[config.mk]
export PLATFORM = sky130hd
export DESIGN_NAME = wb_write_buffer_flat
export DESIGN_NICKNAME = d
export VERILOG_FILES = /design/src/rtl/wb_write_buffer_if.sv /design/src/rtl/wb_write_buffer.sv /design/src/flat_wrapper.sv
export SDC_FILE = /design/constraint.sdc
export NUM_CORES = 1
export LEC_CHECK = 0
export ABC_AREA = 1
export BUFFER_PORTS_ARGS = -buffer_cell sky130_fd_sc_hd__buf_2
export CORE_ASPECT_RATIO = 0.8
export CORE_MARGIN = 8
export CORE_UTILIZATION = 45
export CTS_CLUSTER_SIZE = 28
export DETAILED_ROUTE_END_ITERATION = 8
export PLACE_DENSITY = 0.66
export SLEW_MARGIN = 10
export SYNTH_ARGS = -nofsm -noshare
export SYNTH_HDL_FRONTEND = slang
export SYNTH_SLANG_ARGS = --single-unit
[constraint.sdc]
create_clock -name clk -period 3.1 [get_ports clk]
set_input_delay 0.31 -clock clk [delete_from_list [all_inputs] [get_ports clk]]
set_output_delay 0.31 -clock clk [all_outputs]
set_load 0.03 [all_outputs]
[src/rtl/wb_write_buffer_if.sv]
// Bus bundle for wb_write_buffer: result push port, register-file write port,
// hazard probe and occupancy. The slave modport is the buffer's view.
interface wb_write_buffer_if #(
  parameter int ADDR_W = 4,
  parameter int DATA_W = 32,
  parameter int DEPTH  = 4
);
  logic                       in_valid_i;
  logic                       in_ready_o;
  logic [ADDR_W-1:0]          in_address_i;
  logic [DATA_W-1:0]          in_data_i;
  logic                       drain_hold_i;
  logic                       wb_en_o;
  logic [ADDR_W-1:0]          wb_address_o;
  logic [DATA_W-1:0]          wb_data_o;
  logic [ADDR_W-1:0]          hz_src_i;
  logic                       hz_hit_o;
  logic [DATA_W-1:0]          fwd_data_o;
  logic [$clog2(DEPTH):0]     count_o;

  modport slave (
    input  in_valid_i, in_address_i, in_data_i, drain_hold_i, hz_src_i,
    output in_ready_o, wb_en_o, wb_address_o, wb_data_o, hz_hit_o, fwd_data_o, count_o
  );

  modport master (
    output in_valid_i, in_address_i, in_data_i, drain_hold_i, hz_src_i,
    input  in_ready_o, wb_en_o, wb_address_o, wb_data_o, hz_hit_o, fwd_data_o, count_o
  );
endinterface

[src/rtl/wb_write_buffer.sv]
// Register-file write buffer: FIFO of completed results drained one write per cycle,
// with hazard reporting. Define FORWARD_EN to build youngest-match data forwarding.
module wb_write_buffer #(
  parameter int ADDR_W = 4,
  parameter int DATA_W = 32,
  parameter int DEPTH  = 4
) (
  input logic              clk,
  input logic              rst,
  wb_write_buffer_if.slave bus
);
  localparam int PTR_W = $clog2(DEPTH);
  localparam int CNT_W = PTR_W + 1;
  localparam logic [CNT_W-1:0] FULL_CNT = CNT_W'(DEPTH);

  logic [ADDR_W-1:0] addr_q [DEPTH];
  logic [ADDR_W-1:0] addr_d [DEPTH];
  logic [DATA_W-1:0] data_q [DEPTH];
  logic [DATA_W-1:0] data_d [DEPTH];
  logic [DEPTH-1:0]  valid_q, valid_d;
  logic [PTR_W-1:0]  wr_ptr_q, wr_ptr_d;
  logic [PTR_W-1:0]  rd_ptr_q, rd_ptr_d;
  logic [CNT_W-1:0]  count_q, count_d;
  logic              wb_en_q, wb_en_d;
  logic [ADDR_W-1:0] wb_address_q, wb_address_d;
  logic [DATA_W-1:0] wb_data_q, wb_data_d;

  logic in_ready;
  logic push;
  logic pop;

  // Readiness depends only on stored occupancy, so a full buffer never refills on a draining edge.
  assign in_ready = (count_q != FULL_CNT);
  assign push     = bus.in_valid_i && in_ready;
  assign pop      = (count_q != '0) && !bus.drain_hold_i;

  always_comb begin
    addr_d       = addr_q;
    data_d       = data_q;
    valid_d      = valid_q;
    wr_ptr_d     = wr_ptr_q;
    rd_ptr_d     = rd_ptr_q;
    count_d      = count_q;
    wb_en_d      = 1'b0;
    wb_address_d = wb_address_q;
    wb_data_d    = wb_data_q;

    if (push) begin
      addr_d[wr_ptr_q]  = bus.in_address_i;
      data_d[wr_ptr_q]  = bus.in_data_i;
      valid_d[wr_ptr_q] = 1'b1;
      wr_ptr_d          = wr_ptr_q + PTR_W'(1);
    end

    if (pop) begin
      wb_en_d           = 1'b1;
      wb_address_d      = addr_q[rd_ptr_q];
      wb_data_d         = data_q[rd_ptr_q];
      valid_d[rd_ptr_q] = 1'b0;
      rd_ptr_d          = rd_ptr_q + PTR_W'(1);
    end

    case ({push, pop})
      2'b10:   count_d = count_q + CNT_W'(1);
      2'b01:   count_d = count_q - CNT_W'(1);
      default: count_d = count_q;
    endcase
  end

  always_ff @(posedge clk) begin
    if (rst) begin
      valid_q      <= '0;
      wr_ptr_q     <= '0;
      rd_ptr_q     <= '0;
      count_q      <= '0;
      wb_en_q      <= 1'b0;
      wb_address_q <= '0;
      wb_data_q    <= '0;
    end else begin
      valid_q      <= valid_d;
      wr_ptr_q     <= wr_ptr_d;
      rd_ptr_q     <= rd_ptr_d;
      count_q      <= count_d;
      wb_en_q      <= wb_en_d;
      wb_address_q <= wb_address_d;
      wb_data_q    <= wb_data_d;
    end
  end

  // Payload storage is qualified by valid bits, so it needs no reset.
  always_ff @(posedge clk) begin
    addr_q <= addr_d;
    data_q <= data_d;
  end

  logic hz_hit;

  always_comb begin
    hz_hit = wb_en_q && (wb_address_q == bus.hz_src_i);
    for (int i = 0; i < DEPTH; i++) begin
      if (valid_q[i] && (addr_q[i] == bus.hz_src_i)) begin
        hz_hit = 1'b1;
      end
    end
  end

`ifdef FORWARD_EN
  logic [DATA_W-1:0] fwd_data;
  logic [PTR_W-1:0]  fwd_idx;

  // Walk oldest to newest so the youngest queued match wins over older ones and the wb stage.
  always_comb begin
    fwd_data = '0;
    fwd_idx  = '0;
    if (wb_en_q && (wb_address_q == bus.hz_src_i)) begin
      fwd_data = wb_data_q;
    end
    for (int k = 0; k < DEPTH; k++) begin
      fwd_idx = rd_ptr_q + PTR_W'(k);
      if (valid_q[fwd_idx] && (addr_q[fwd_idx] == bus.hz_src_i)) begin
        fwd_data = data_q[fwd_idx];
      end
    end
  end

  assign bus.fwd_data_o = fwd_data;
`else
  assign bus.fwd_data_o = '0;
`endif

  assign bus.in_ready_o   = in_ready;
  assign bus.wb_en_o      = wb_en_q;
  assign bus.wb_address_o = wb_address_q;
  assign bus.wb_data_o    = wb_data_q;
  assign bus.hz_hit_o     = hz_hit;
  assign bus.count_o      = count_q;

endmodule

[src/flat_wrapper.sv]
// flat-port wrapper written by rule: the top's interface ports become plain ports
module wb_write_buffer_flat 
#(
  parameter int ADDR_W = 4,
  parameter int DATA_W = 32,
  parameter int DEPTH  = 4
)
  (clk, rst, bus_in_valid_i, bus_in_address_i, bus_in_data_i, bus_drain_hold_i, bus_hz_src_i, bus_in_ready_o, bus_wb_en_o, bus_wb_address_o, bus_wb_data_o, bus_hz_hit_o, bus_fwd_data_o, bus_count_o);
  wb_write_buffer_if #(.ADDR_W(ADDR_W), .DATA_W(DATA_W), .DEPTH(DEPTH)) bus_i ();
  input logic clk;
  input logic rst;
  input wire logic [$bits(bus_i.in_valid_i)-1:0] bus_in_valid_i;
  input wire logic [$bits(bus_i.in_address_i)-1:0] bus_in_address_i;
  input wire logic [$bits(bus_i.in_data_i)-1:0] bus_in_data_i;
  input wire logic [$bits(bus_i.drain_hold_i)-1:0] bus_drain_hold_i;
  input wire logic [$bits(bus_i.hz_src_i)-1:0] bus_hz_src_i;
  output wire logic [$bits(bus_i.in_ready_o)-1:0] bus_in_ready_o;
  output wire logic [$bits(bus_i.wb_en_o)-1:0] bus_wb_en_o;
  output wire logic [$bits(bus_i.wb_address_o)-1:0] bus_wb_address_o;
  output wire logic [$bits(bus_i.wb_data_o)-1:0] bus_wb_data_o;
  output wire logic [$bits(bus_i.hz_hit_o)-1:0] bus_hz_hit_o;
  output wire logic [$bits(bus_i.fwd_data_o)-1:0] bus_fwd_data_o;
  output wire logic [$bits(bus_i.count_o)-1:0] bus_count_o;
  assign bus_i.in_valid_i = bus_in_valid_i;
  assign bus_i.in_address_i = bus_in_address_i;
  assign bus_i.in_data_i = bus_in_data_i;
  assign bus_i.drain_hold_i = bus_drain_hold_i;
  assign bus_i.hz_src_i = bus_hz_src_i;
  assign bus_in_ready_o = bus_i.in_ready_o;
  assign bus_wb_en_o = bus_i.wb_en_o;
  assign bus_wb_address_o = bus_i.wb_address_o;
  assign bus_wb_data_o = bus_i.wb_data_o;
  assign bus_hz_hit_o = bus_i.hz_hit_o;
  assign bus_fwd_data_o = bus_i.fwd_data_o;
  assign bus_count_o = bus_i.count_o;
  wb_write_buffer #(.ADDR_W(ADDR_W), .DATA_W(DATA_W), .DEPTH(DEPTH)) u_core (.clk(clk), .rst(rst), .bus(bus_i));
endmodule
Word-level counts from Yosys, hierarchy flattened
Index checks and enable logic that the tools add are counted.

Flip-flop bits (word level): 192. Bits of input ports: 44. Output and inout port bits: 74. Word-level logic and storage cells: 76.

Add/sub/neg operators: 4. $lt $le $gt $ge: 7. Equal/unequal tests: 8. Muxes and demuxes: 24. Bitwise logic cells: 5. Reduce and logical (&&, ||, !) cells: 13.

Operators with widths (count): bitwise mux 128 bit (1); 2-to-1 mux 32 bit (3); binary-select mux 32 bit (select 2 bit) (1); demux 32 bit (select 2 bit) (1); == test 4 bit (5); 2-to-1 mux 4 bit (5); bitwise mux 16 bit (1); logical AND 1 bit (10); binary-select mux 4 bit (select 2 bit) (1); demux 4 bit (select 2 bit) (1); 2-to-1 mux 1 bit (7); greater-or-equal comparator 3 bit (second input constant) (2); less-than comparator 2 x 3 -> 1 bit (second input constant) (2); NOT 2 -> 3 bit (2); case mux 3 bit (2 select lines) (1); adder 2 x 1 -> 2 bit (second input constant) (2); bitwise AND 4 bit (1); demux 1 bit (select 2 bit) (2); greater-or-equal comparator 2 x 1 -> 1 bit (second input constant) (2); NOT 4 bit (1); bitwise OR 4 bit (1); adder 3 x 1 -> 3 bit (second input constant) (1); less-than comparator 3 x 1 -> 1 bit (second input constant) (1); inequality test 3 bit (second input constant) (1); other kinds (6) (6).

Depth between registers and ports, before layout
Gate-level depths: netlist of the first run.

Depth in word-level cells: 8. Depth in mapped cells: 12. Depth with buffers taken out: 11.

Least setup slack after synthesis of the first run
Ideal clock, no wire load.

Kind: flip-flop to flip-flop. Start point: register u_core.count_q[1] (netlist: u_core.bus.count_o[1]). End point: register u_core.addr_q[0] (netlist name) (enable). Library setup time: 431 ps. Arrival: 2681 ps. Path slack: -12 ps. Cell stages (with the launch flop): 5. Path buffers: 0. Clock period less this slack: 3112 ps. Cell sequence: dfxtp_1 > inv_2 > nand3_1 > nand2_2 > nor2_1.

Word-level cells in the longest chain between the ends: 2.

Ends and longest elaborated chain: start: declaration (RTL line wb_write_buffer.sv:23) `logic [CNT_W-1:0] count_q, count_d;`; start signal: assignment (RTL line wb_write_buffer.sv:83) `count_q <= count_d;`; inequality test 3 bit (RTL line wb_write_buffer.sv:33) `assign in_ready = (count_q != FULL_CNT);`; net bus_in_ready_o (RTL line flat_wrapper.sv:17) `output wire logic [$bits(bus_i.in_ready_o)-1:0] bus_in_ready_o;`; logical AND 1 bit (RTL line wb_write_buffer.sv:34) `assign push = bus.in_valid_i && in_ready;`; end signal: assignment (RTL line wb_write_buffer.sv:92) `addr_q <= addr_d;`; end: declaration (RTL line wb_write_buffer.sv:16) `logic [ADDR_W-1:0] addr_q [DEPTH];`.

The timed path passes the listed nets, and every way through them passes these cells. A chain may end at the register's enable or synchronous reset.

Final worst setup path of the first run
Start point: register u_core.count_q[2] (netlist: u_core.bus.count_o[2]). End point: register u_core.count_q[2] (netlist: u_core.bus.count_o[2]).

Word-level cells in the longest chain between the ends: 4. Elaborated cells on any way between the ends: 10.

Ends and longest elaborated chain: inequality test 3 bit or nonzero test 3 bit (tied branches) (RTL line wb_write_buffer.sv:33, wb_write_buffer.sv:35); logical AND 1 bit (on tied branches) (RTL line wb_write_buffer.sv:34, wb_write_buffer.sv:35); == test 2 x 1 -> 1 bit or == test 2 bit (tied branches) (RTL line wb_write_buffer.sv:63) `case ({push, pop})`; case mux 3 bit (2 select lines) or nonzero test 2 bit (tied branches).

Several ways; a longest one is shown, not always the timed one.

==> results of run 1 <==
## kinds of logic (layout without fill, tap and decap cells)
group                    Yosys count  in the layout
buffers and inverters            101            158
XOR/XNOR                           5              5
AO/OA/AOI/OAI                    179            179
flip-flops                       192            192
AND/OR/NAND/NOR                  198            198
other                              1             32
adder cells (fa/ha/maj)           10             10
## metal layers
metal / vias to the layer above / GRT usage / routed length [um]
li1: 2472 / - / -
met1: 2461 / 0.2168 / 8166
met2: 181 / 0.2352 / 7454
met3: 10 / 0.04255 / 1289
met4: 2 / 0.04527 / 99
met5: - / 0 / 13
## final cells by class
class	count	area [um^2]
Inverter	33	126.4
Tap cell	225	281.5
Multi-Input combinational cell	424	2059
Timing Repair Buffer	93	485.5
Clock inverter	13	151.4
Fill cell	1552	8329
Sequential cell	192	5286
Clock buffer	19	442.9
## worst paths after layout
kind / slack (ns) / start / end / depth (start not counted)
worst min register to register: 0.51 / u_core.bus.wb_data_o[31]$_SDFFE_PP0N_ / u_core.bus.wb_data_o[31]$_SDFFE_PP0N_ / 2
worst max register to register: 1.05 / u_core.bus.count_o[2]$_SDFFE_PP0P_ / u_core.bus.count_o[2]$_SDFFE_PP0P_ / 9
worst min-delay path: 0.1 / rst / u_core.bus.wb_en_o$_SDFF_PP0_ / 2
worst max-delay path: 1.05 / u_core.bus.count_o[2]$_SDFFE_PP0P_ / u_core.bus.count_o[2]$_SDFFE_PP0P_ / 9
## Yosys cell counts
library cell,number
xor2_1,1
inv_1,24
buf_6,7
o21ai_0,54
clkbuf_1,7
o21ai_2,7
buf_8,1
fa_1,1
o211ai_1,1
o22ai_1,33
nand3_1,6
a21oi_1,18
nor2_1,160
ha_1,9
conb_1,1
buf_4,32
o21ai_1,65
nand2_2,1
xnor2_1,4
dfxtp_1,48
nand2_1,31
inv_2,8
inv_4,1
o21bai_4,1
edfxtp_1,144
buf_2,21
## registers in the layout, summed over array words and instances, names as in the netlist
register and count:
u_core.data_q 128, u_core.valid_q 4, u_core.bus.wb_en_o 1, u_core.rd_ptr_q 2
u_core.addr_q 16, u_core.bus.wb_data_o 32, u_core.bus.wb_address_o 4, u_core.wr_ptr_q 2
u_core.bus.count_o 3
## worst register-to-register path, stage by stage, from the launching register on
cell,delay [ns]
dfxtp_1,0.43
nand3_1,0.14
nand2_2,0.26
ha_1,0.21
inv_1,0.06
fa_1,0.37
a21oi_1,0.15
o21ai_0,0.11
o21ai_0,0.16
a21oi_1,0.06
## per-stage QoR
| step | utilization | setup WS [ns] |
|---|---|---|
| final | 0.5147 | 1.049 |
| after CTS | 0.5147 | 1.036 |
| after global placement | 0.4801 | 1.092 |
| after floorplan | - | -0.01192 |
| after detailed placement | 0.4801 | 1.058 |
| after global routing | 0.5147 | 0.8212 |
## power groups by stage
stage          clock network [mW]  registers (mW)  logic [mW]
2_1_floorplan                   0            3.80        1.42
3_3_place_gp                    0            3.39        2.38
3_5_place_dp                    0            3.40        2.40
4_1_cts                      2.24            3.35        2.41
5_1_grt                      2.33            3.39        2.64
6_report                     2.19            3.35        2.39
==> impl_metrics.json, run 1 <==
{
  "hold_class": "input port to flop",
  "setup_viol": 0,
  "antenna_found_initial": 1,
  "combPwrFrac": 0.301,
  "synth_area_mm2": 0.007790,
  "placed_area_mm2": 0.008239,
  "status": "complete, no violations",
  "cts-htree-levels": 4,
  "critPathLaunchType": "flop",
  "final_cell_area_mm2": 0.008833,
  "ys_seq_area_frac": 0.6784,
  "wl_um": 17020,
  "ant_nets": 0,
  "yosysWarnings": 0,
  "cts_resized": 0,
  "finalCritPeriodShare": 0.6615,
  "drtPass1Iterations": 5,
  "yosysTopAreaCellShare": 0.5551,
  "dieArea_mm2": 0.02180,
  "cts_root_buf": "clkbuf_16",
  "vias": 5126,
  "critical-path-max-stage-delay_ns": 0.43,
  "clock-sinks": 192,
  "ys_types": 26,
  "end_kind": "flop",
  "power.total_mw": 7.927,
  "dp_hpwl_um": 9939,
  "clockBufferDepth": 2,
  "seq_power_share": 0.422,
  "syn_inst": 686,
  "tns_ns": 0,
  "maxCapViolCount": 0,
  "power.share.clock": 0.277,
  "synth.ff_latch_count": 192,
  "io_pins": 118,
  "cts_setup_buffers": 0,
  "timing.hold.ws_ns": 0.09501,
  "grt_max_degree": 76,
  "path_class": "flop to flop",
  "wl_per_cell_um": 17.04,
  "worst_ep_arrival_time_ns": 2.37,
  "clock.fmax_mhz": 487.6,
  "core_mm2": 0.01716,
  "final_cells": 999,
  "synthAdderAreaFrac": 0.01703,
  "grt_pass1_wl_um": 26480,
  "synthSimpleGateAreaFrac": 0.09669,
  "worst-path-buf-inv": 1,
  "syn_to_final_growth_pct": 13.40,
  "synthXorXnorAreaFrac": 0.005622,
  "crit_chain": "nand3_1 -> nand2_2 -> ha_1 -> inv_1 -> fa_1 -> a21oi_1 -> o21ai_0 -> o21ai_0 -> a21oi_1",
  "grtUsageTotal": 0.1561,
  "critPathMaxFanout": 9,
  "synth_compound_area_frac": 0.1258,
  "route.detailed.drc": 0,
  "diodes": 0,
  "grt_pass1_vias": 4851,
  "nNetsFinal": 815,
  "dp.cells": 967,
  "p_leak_nw": 3.382,
  "p_per_area_mw_per_mm2": 897.4,
  "layout_commonest_cell": "nor2_1",
  "rows": 43,
  "crit_path_top_delay_cell": "dfxtp_1",
  "power.internal_mw": 5.071,
  "vdd_drop_max_mv": 0.4864,
  "die_x_um": 163.1,
  "cp_top_family": "adder cells",
  "synthTopCellsByArea": "edfxtp_1, dfxtp_1, nor2_1",
  "min_period_ns": 2.051,
  "overflow": 0,
  "hold_buffers": 0,
  "required_ns": 3.42,
  "place_congestion": 0.8026,
  "die_h_um": 133.7,
  "clkLatencyLatePin_ns": 0.43,
  "cts_tree": "built",
  "worstMarginPinSlew_ns": 0.8135,
  "io_buffers": 85,
  "drv_slew": 0,
  "muxShareOfSynthArea": 0,
  "vias_per_cell": 5.131,
  "initial_core_util": 0.4539,
  "path_clk_slew_ns": 0.07,
  "sw_frac_of_total": 0.3603,
  "power_switching_mw": 2.856,
  "timing.final.hold_violations": 0,
  "synth_top_family_by_area": "compound AO/OA/AOI/OAI gates",
  "fin_skew_ns": 0.01109,
  "layout-drive-gt1-share": 0.1899,
  "yosys.area.top_type": "edfxtp_1",
  "slew_headroom": 0.4569,
  "avgSynthCellArea_um2": 11.36,
  "cts_made_buffers": 17,
  "final_cell_mix": "nor2_1, edfxtp_1, buf_2",
  "first_iter_violations": 379,
  "rsz0062_at_grt": "no"
}
Note: power is estimated with default switching activity, not from simulation.
==> run 2: changes to the inputs <==
--- a/config.mk
+++ b/config.mk
@@ -12,7 +12,7 @@
 export CORE_UTILIZATION = 45
 export CTS_CLUSTER_SIZE = 28
 export DETAILED_ROUTE_END_ITERATION = 8
-export PLACE_DENSITY = 0.66
+export PLACE_DENSITY = 0.69
 export SLEW_MARGIN = 10
 export SYNTH_ARGS = -nofsm -noshare
 export SYNTH_HDL_FRONTEND = slang
==> constraint.sdc (replaced) <==
create_clock -name clk -period 1.84 [get_ports clk]
set_input_delay 0.184 -clock clk [delete_from_list [all_inputs] [get_ports clk]]
set_output_delay 0.184 -clock clk [all_outputs]
set_load 0.03 [all_outputs]
==> run 2 against run 1 <==
Clock skew decreased by 0.0044 ns. Clock power increased by 57%. Critical path type unchanged. Maximum frequency increased by 18%. Total power increased by 69%. Register-to-register slack got worse by 0.95 ns. Final area increased by 6.2%. Highest routed layer is now met4. Via count increased by 1.7%.
==> impl_metrics.json, run 2 (synthesized netlist as in run 1, its figures left out) <==
{
  "cts_made_buffers": 17,
  "critPathLaunchType": "flop",
  "wl_met2_um": 7662,
  "worst_ep_arrival_time_ns": 2.06,
  "fin_skew_ns": 0.006666,
  "syn_to_final_growth_pct": 20.48,
  "critPathMaxFanout": 3,
  "layout_commonest_cell": "nor2_1",
  "sw_frac_of_total": 0.3603,
  "clock-sinks": 192,
  "wl_um": 16850,
  "die_x_um": 163.1,
  "setup_viol": 0,
  "wl_per_cell_um": 16.12,
  "timing.hold.ws_ns": 0.02017,
  "crit_chain": "inv_4 -> nand2_2 -> o21bai_4 -> inv_2 -> ha_1 -> inv_2 -> fa_2 -> a21oi_2 -> o21ai_2 -> o21ai_1 -> a21oi_1",
  "power_switching_mw": 4.828,
  "worstMarginPinSlew_ns": 0.5383,
  "die_h_um": 133.7,
  "grt_pass1_wl_um": 26760,
  "place_congestion": 0.8065,
  "final_cell_mix": "nor2_1, edfxtp_1, buf_2",
  "met3WireLength_um": 1212,
  "cpMostUsedCell": "inv_2",
  "rows": 43,
  "nNetsFinal": 861,
  "power.total_mw": 13.40,
  "min_period_ns": 1.744,
  "top_layer_used": "met4",
  "layout-drive-gt1-share": 0.2012,
  "fillCellCount": 1473,
  "vdd_drop_max_mv": 0.8498,
  "antenna_found_initial": 0,
  "maxCapViolCount": 0,
  "dp_hpwl_um": 10440,
  "power.internal_mw": 8.574,
  "clockBufferDepth": 2,
  "vias_per_cell": 4.988,
  "drv_slew": 0,
  "ant_nets": 0,
  "clock.fmax_mhz": 573.4,
  "met1_length_um": 7835,
  "cts_tree": "built",
  "route.detailed.drc": 0,
  "largest_register_ffs": 128,
  "power.share.clock": 0.256,
  "clkLatencyLatePin_ns": 0.43,
  "status": "complete, no violations",
  "top_register": "u_core.data_q",
  "path_clk_slew_ns": 0.07,
  "placed_area_mm2": 0.008449,
  "cts_setup_buffers": 0,
  "io_buffers": 85,
  "critical-path-max-stage-delay_ns": 0.38,
  "timing.final.hold_violations": 0,
  "p_per_area_mw_per_mm2": 1428,
  "p_leak_nw": 3.600,
  "first_iter_violations": 343,
  "drtPass1Iterations": 5,
  "overflow": 0,
  "multi_input_area_mm2": 0.002108,
  "vias": 5212,
  "finalCritPeriodShare": 0.9478,
  "path_class": "flop to flop",
  "grtUsageTotal": 0.1566,
  "combPwrFrac": 0.322,
  "core_mm2": 0.01716,
  "slew_headroom": 0.6411,
  "grt_pass1_vias": 5083,
  "initial_core_util": 0.4539,
  "cts_root_buf": "clkbuf_16",
  "grt_max_degree": 76,
  "register_area_mm2": 0.005298,
  "seq_power_share": 0.422,
  "final_cell_area_mm2": 0.009385,
  "end_kind": "flop",
  "crit_path_top_delay_cell": "fa_2",
  "diodes": 0,
  "hold_class": "input port to flop",
  "dieArea_mm2": 0.02180,
  "cts-htree-levels": 4,
  "required_ns": 2.16,
  "io_pins": 118
}
[run 2: cell count changes in the layout (fill, tap and decap cells not counted), moves of 3 or more]
cell,change
dlygate4sd3_1,+36
buf_4,+3
inv_4,+3
dfxtp_4,+3
dfxtp_1,-3
buf_12,+7
clkbuf_1,+3
[run 2: worst paths after layout]
kind,cells after the start,slack [ns],from,to
worst max-delay path,11,0.1,u_core.bus.count_o[1]$_SDFFE_PP0P_,u_core.bus.count_o[2]$_SDFFE_PP0P_
worst min-delay path,1,0.02,bus_in_address_i[0],u_core.addr_q[12]$_DFFE_PP_
worst max register to register,11,0.1,u_core.bus.count_o[1]$_SDFFE_PP0P_,u_core.bus.count_o[2]$_SDFFE_PP0P_
worst min register to register,2,0.51,u_core.bus.wb_data_o[24]$_SDFFE_PP0N_,u_core.bus.wb_data_o[24]$_SDFFE_PP0N_
[run 2: layer usage]
layer	up-vias	global-route usage
li1	2567	-
met1	2461	0.2115
met2	171	0.2432
met3	13	0.04749
met4	0	0.03662
met5	-	0
[run 2: power groups by stage]
stage	clock network, mW	registers (mW)	logic [mW]
2_1_floorplan	0	6.41	2.47
3_3_place_gp	0	5.73	4.20
3_5_place_dp	0	5.75	4.27
4_1_cts	3.50	5.66	4.35
5_1_grt	3.67	5.73	4.76
6_report	3.44	5.66	4.31
[run 2: what timing repair did]
| action | in CTS | in global routing |
|---|---|---|
| setup endpoints to repair | 0 | 2 |
| endpoints found under the hold margin | 142 | 0 |
| hold buffers | 36 | 0 |
| gates resized for setup | 0 | 8 |
[run 2: per-stage QoR]
stage / util / setup slack (ns) / setup TNS, ns / cells
floorplan: - / 0.01586 / 0 / 717
global placement: 0.4923 / 0.2053 / 0 / 977
detailed placement: 0.4923 / 0.1278 / 0 / 977
CTS: 0.5455 / 0.06581 / 0 / 1045
global route: 0.5468 / -0.005421 / -0.005421 / 1045
finish: 0.5468 / 0.09598 / 0 / 1045
[run 2: final cells by class]
| type | instances | share of cell area |
|---|---|---|
| Sequential cell | 192 | 0.5645 |
| Multi-Input combinational cell | 424 | 0.2246 |
| Timing Repair Buffer | 139 | 0.1081 |
| Clock buffer | 23 | 0.05106 |
| Tap cell | 225 | 0.03000 |
| Inverter | 33 | 0.01400 |
| Clock inverter | 9 | 0.007732 |
[run 2: critical path, delay by kind of cell, from the launching register on]
kind	cells	cell delay (ns)
AOI/OAI and AO/OA	5	0.47
and+or+nand+nor	1	0.08
DFF	1	0.36
buffers and inverters	3	0.19
adders and majority gates	2	0.54
==> run 3: changes to the inputs <==
--- a/config.mk
+++ b/config.mk
@@ -7,12 +7,14 @@
 export LEC_CHECK = 0
 export ABC_AREA = 1
 export BUFFER_PORTS_ARGS = -buffer_cell sky130_fd_sc_hd__buf_2
+export CELL_PAD_IN_SITES_DETAIL_PLACEMENT = 0
+export CELL_PAD_IN_SITES_GLOBAL_PLACEMENT = 2
 export CORE_ASPECT_RATIO = 0.8
 export CORE_MARGIN = 8
-export CORE_UTILIZATION = 45
+export CORE_UTILIZATION = 34
 export CTS_CLUSTER_SIZE = 28
 export DETAILED_ROUTE_END_ITERATION = 8
-export PLACE_DENSITY = 0.69
+export PLACE_DENSITY = 0.77
 export SLEW_MARGIN = 10
 export SYNTH_ARGS = -nofsm -noshare
 export SYNTH_HDL_FRONTEND = slang
==> run 3 against run 2 <==
Maximum frequency down 0.46%. Sequential power rose by 0.7%. Die area increased by 29%. Clock-buffer cell count down 4. Flip-flop and latch count unchanged. Final area is 1.1% higher. Highest routed layer unchanged.
==> impl_metrics.json, run 3 (synthesized netlist as in run 1, its figures left out) <==
{
  "cts_setup_buffers": 0,
  "rsz0062_at_grt": "no",
  "core_mm2": 0.02250,
  "grtUsageTotal": 0.1314,
  "layout_commonest_cell": "nor2_1",
  "reg2reg_slack_ns": 0.09,
  "min_path_cells": 1,
  "cts_tree": "built",
  "critPathMaxFanout": 5,
  "utilization": 0.4216,
  "worst_ep_arrival_time_ns": 2.10,
  "vdd_drop_max_mv": 0.6062,
  "die_h_um": 151.4,
  "io_pins": 118,
  "timing.final.hold_violations": 0,
  "grt_pass1_wl_um": 28370,
  "drv_slew": 0,
  "final_cell_mix": "nor2_1, edfxtp_1, buf_2",
  "status": "complete, no violations",
  "syn_to_final_growth_pct": 21.78,
  "power.total_mw": 13.60,
  "dieArea_mm2": 0.02804,
  "dp_slack_ns": 0.1046,
  "rows": 49,
  "dp_hpwl_um": 11150,
  "nNetsFinal": 859,
  "timing.hold.worst_endpoint": "u_core.data_q[76]$_DFFE_PP_",
  "cts-htree-levels": 4,
  "place_congestion": 0.7789,
  "wl_per_cell_um": 16.24,
  "die_x_um": 185.2,
  "grt_max_degree": 76,
  "p_per_area_mw_per_mm2": 1433,
  "tns_ns": 0,
  "clkLatencyLatePin_ns": 0.43,
  "cpMostUsedCell": "nor2_1",
  "path_clk_slew_ns": 0.07,
  "clock-sinks": 192,
  "final_cells": 1125,
  "crit_path_top_delay_cell": "fa_2",
  "finalCritPeriodShare": 0.9523,
  "path_class": "flop to flop",
  "dp.cells": 1056,
  "drtPass1Iterations": 5,
  "p_leak_nw": 3.585,
  "setup_viol": 0,
  "initial_core_util": 0.3462,
  "critical-path-max-stage-delay_ns": 0.45,
  "worstMarginPinSlew_ns": 0.5240,
  "fin_skew_ns": 0.01881,
  "fin_ws_ns": 0.08785,
  "end_kind": "flop",
  "antenna_found_initial": 1,
  "slew_headroom": 0.6507,
  "timing.rr.end": "u_core.bus.count_o[1]$_SDFFE_PP0P_",
  "maxCapViolCount": 0,
  "grt_pass1_vias": 5459,
  "fillCellCount": 2102,
  "worstHoldStart": "bus_in_data_i[12]",
  "top_register": "u_core.data_q",
  "clock.fmax_mhz": 570.7,
  "io_buffers": 85,
  "overflow": 0,
  "clockBufferDepth": 2,
  "wl_um": 18270,
  "first_iter_violations": 292,
  "largest_register_ffs": 128,
  "hold_class": "input port to flop",
  "vias_per_cell": 4.615,
  "min_period_ns": 1.752,
  "layout-drive-gt1-share": 0.1980,
  "crit_chain": "inv_4 -> nand2_2 -> o21bai_4 -> inv_2 -> ha_1 -> inv_1 -> fa_2 -> nor2_1 -> a21oi_1 -> nor2_1",
  "route.detailed.drc": 0,
  "vias": 5192,
  "timing.rr.start": "u_core.bus.count_o[0]$_SDFFE_PP0P_",
  "cts_made_buffers": 17,
  "critPathLaunchType": "flop",
  "ant_nets": 0,
  "required_ns": 2.19,
  "cts_root_buf": "clkbuf_16",
  "rr_worst_depth": 10
}
run 3: routing by layer:
metal  share of wire  track usage  up-vias
li1                -            -     2566
met1            0.46       0.1680     2476
met2            0.47       0.2185      140
met3           0.060      0.03452       10
met4          0.0055      0.03474        0
met5               0            0        -
run 3: layout make-up:
| cell class | count | area, um^2 | share of cell area |
|---|---|---|---|
| Clock buffer | 19 | 432.9 | 0.04563 |
| Sequential cell | 192 | 5299 | 0.5586 |
| Clock inverter | 13 | 145.1 | 0.01530 |
| Timing Repair Buffer | 137 | 999.7 | 0.1054 |
| Tap cell | 306 | 382.9 | 0.04036 |
| Multi-Input combinational cell | 424 | 2093 | 0.2207 |
| Inverter | 33 | 131.4 | 0.01385 |
| Antenna cell | 1 | 2.502 | 0.0002638 |
run 3: worst max-delay path by stage:
stage	slack, ns	end	from	cells past startpoint
after floorplan	0.02	u_core.bus.count_o[1]$_SDFFE_PP0P_	u_core.bus.count_o[0]$_SDFFE_PP0P_	11
after global placement	0.18	u_core.bus.count_o[1]$_SDFFE_PP0P_	u_core.bus.count_o[0]$_SDFFE_PP0P_	10
after detailed placement	0.10	u_core.bus.count_o[1]$_SDFFE_PP0P_	u_core.bus.count_o[0]$_SDFFE_PP0P_	10
after CTS	0.03	bus_hz_hit_o	u_core.addr_q[14]$_DFFE_PP_	6
after global routing	0.003	bus_hz_hit_o	u_core.addr_q[1]$_DFFE_PP_	8
final	0.09	u_core.bus.count_o[1]$_SDFFE_PP0P_	u_core.bus.count_o[0]$_SDFFE_PP0P_	10
run 3: what timing repair did:
| action | in CTS | in global routing |
|---|---|---|
| endpoints found under the hold margin | 142 | 0 |
| setup endpoints to repair | 0 | 1 |
| gates resized for setup | 0 | 4 |
| hold buffers | 36 | 0 |
run 3: through the flow:
step	hold slack (ns)	area, um^2
2_1_floorplan	0.2467	7990
3_3_place_gp	0.3958	8537
3_5_place_dp	0.4023	8537
4_1_cts	0.007899	9475
5_1_grt	0.008080	9487
6_report	0.03138	9487
run 3: worst max-delay path, delay by kind of cell (launching register included):
family                     cells  cell delay [ns]
adders and majority gates      2             0.64
DFF                            1             0.35
and+or+nand+nor                3             0.27
buffers and inverters          3             0.25
AOI/OAI and AO/OA              2             0.17
run 3: report_power, final:
group | internal [mW] | total (mW) | switching [mW]
clock network | 1.92 | 3.59 | 1.67
registers | 5.37 | 5.70 | 0.329
logic | 1.33 | 4.31 | 2.98
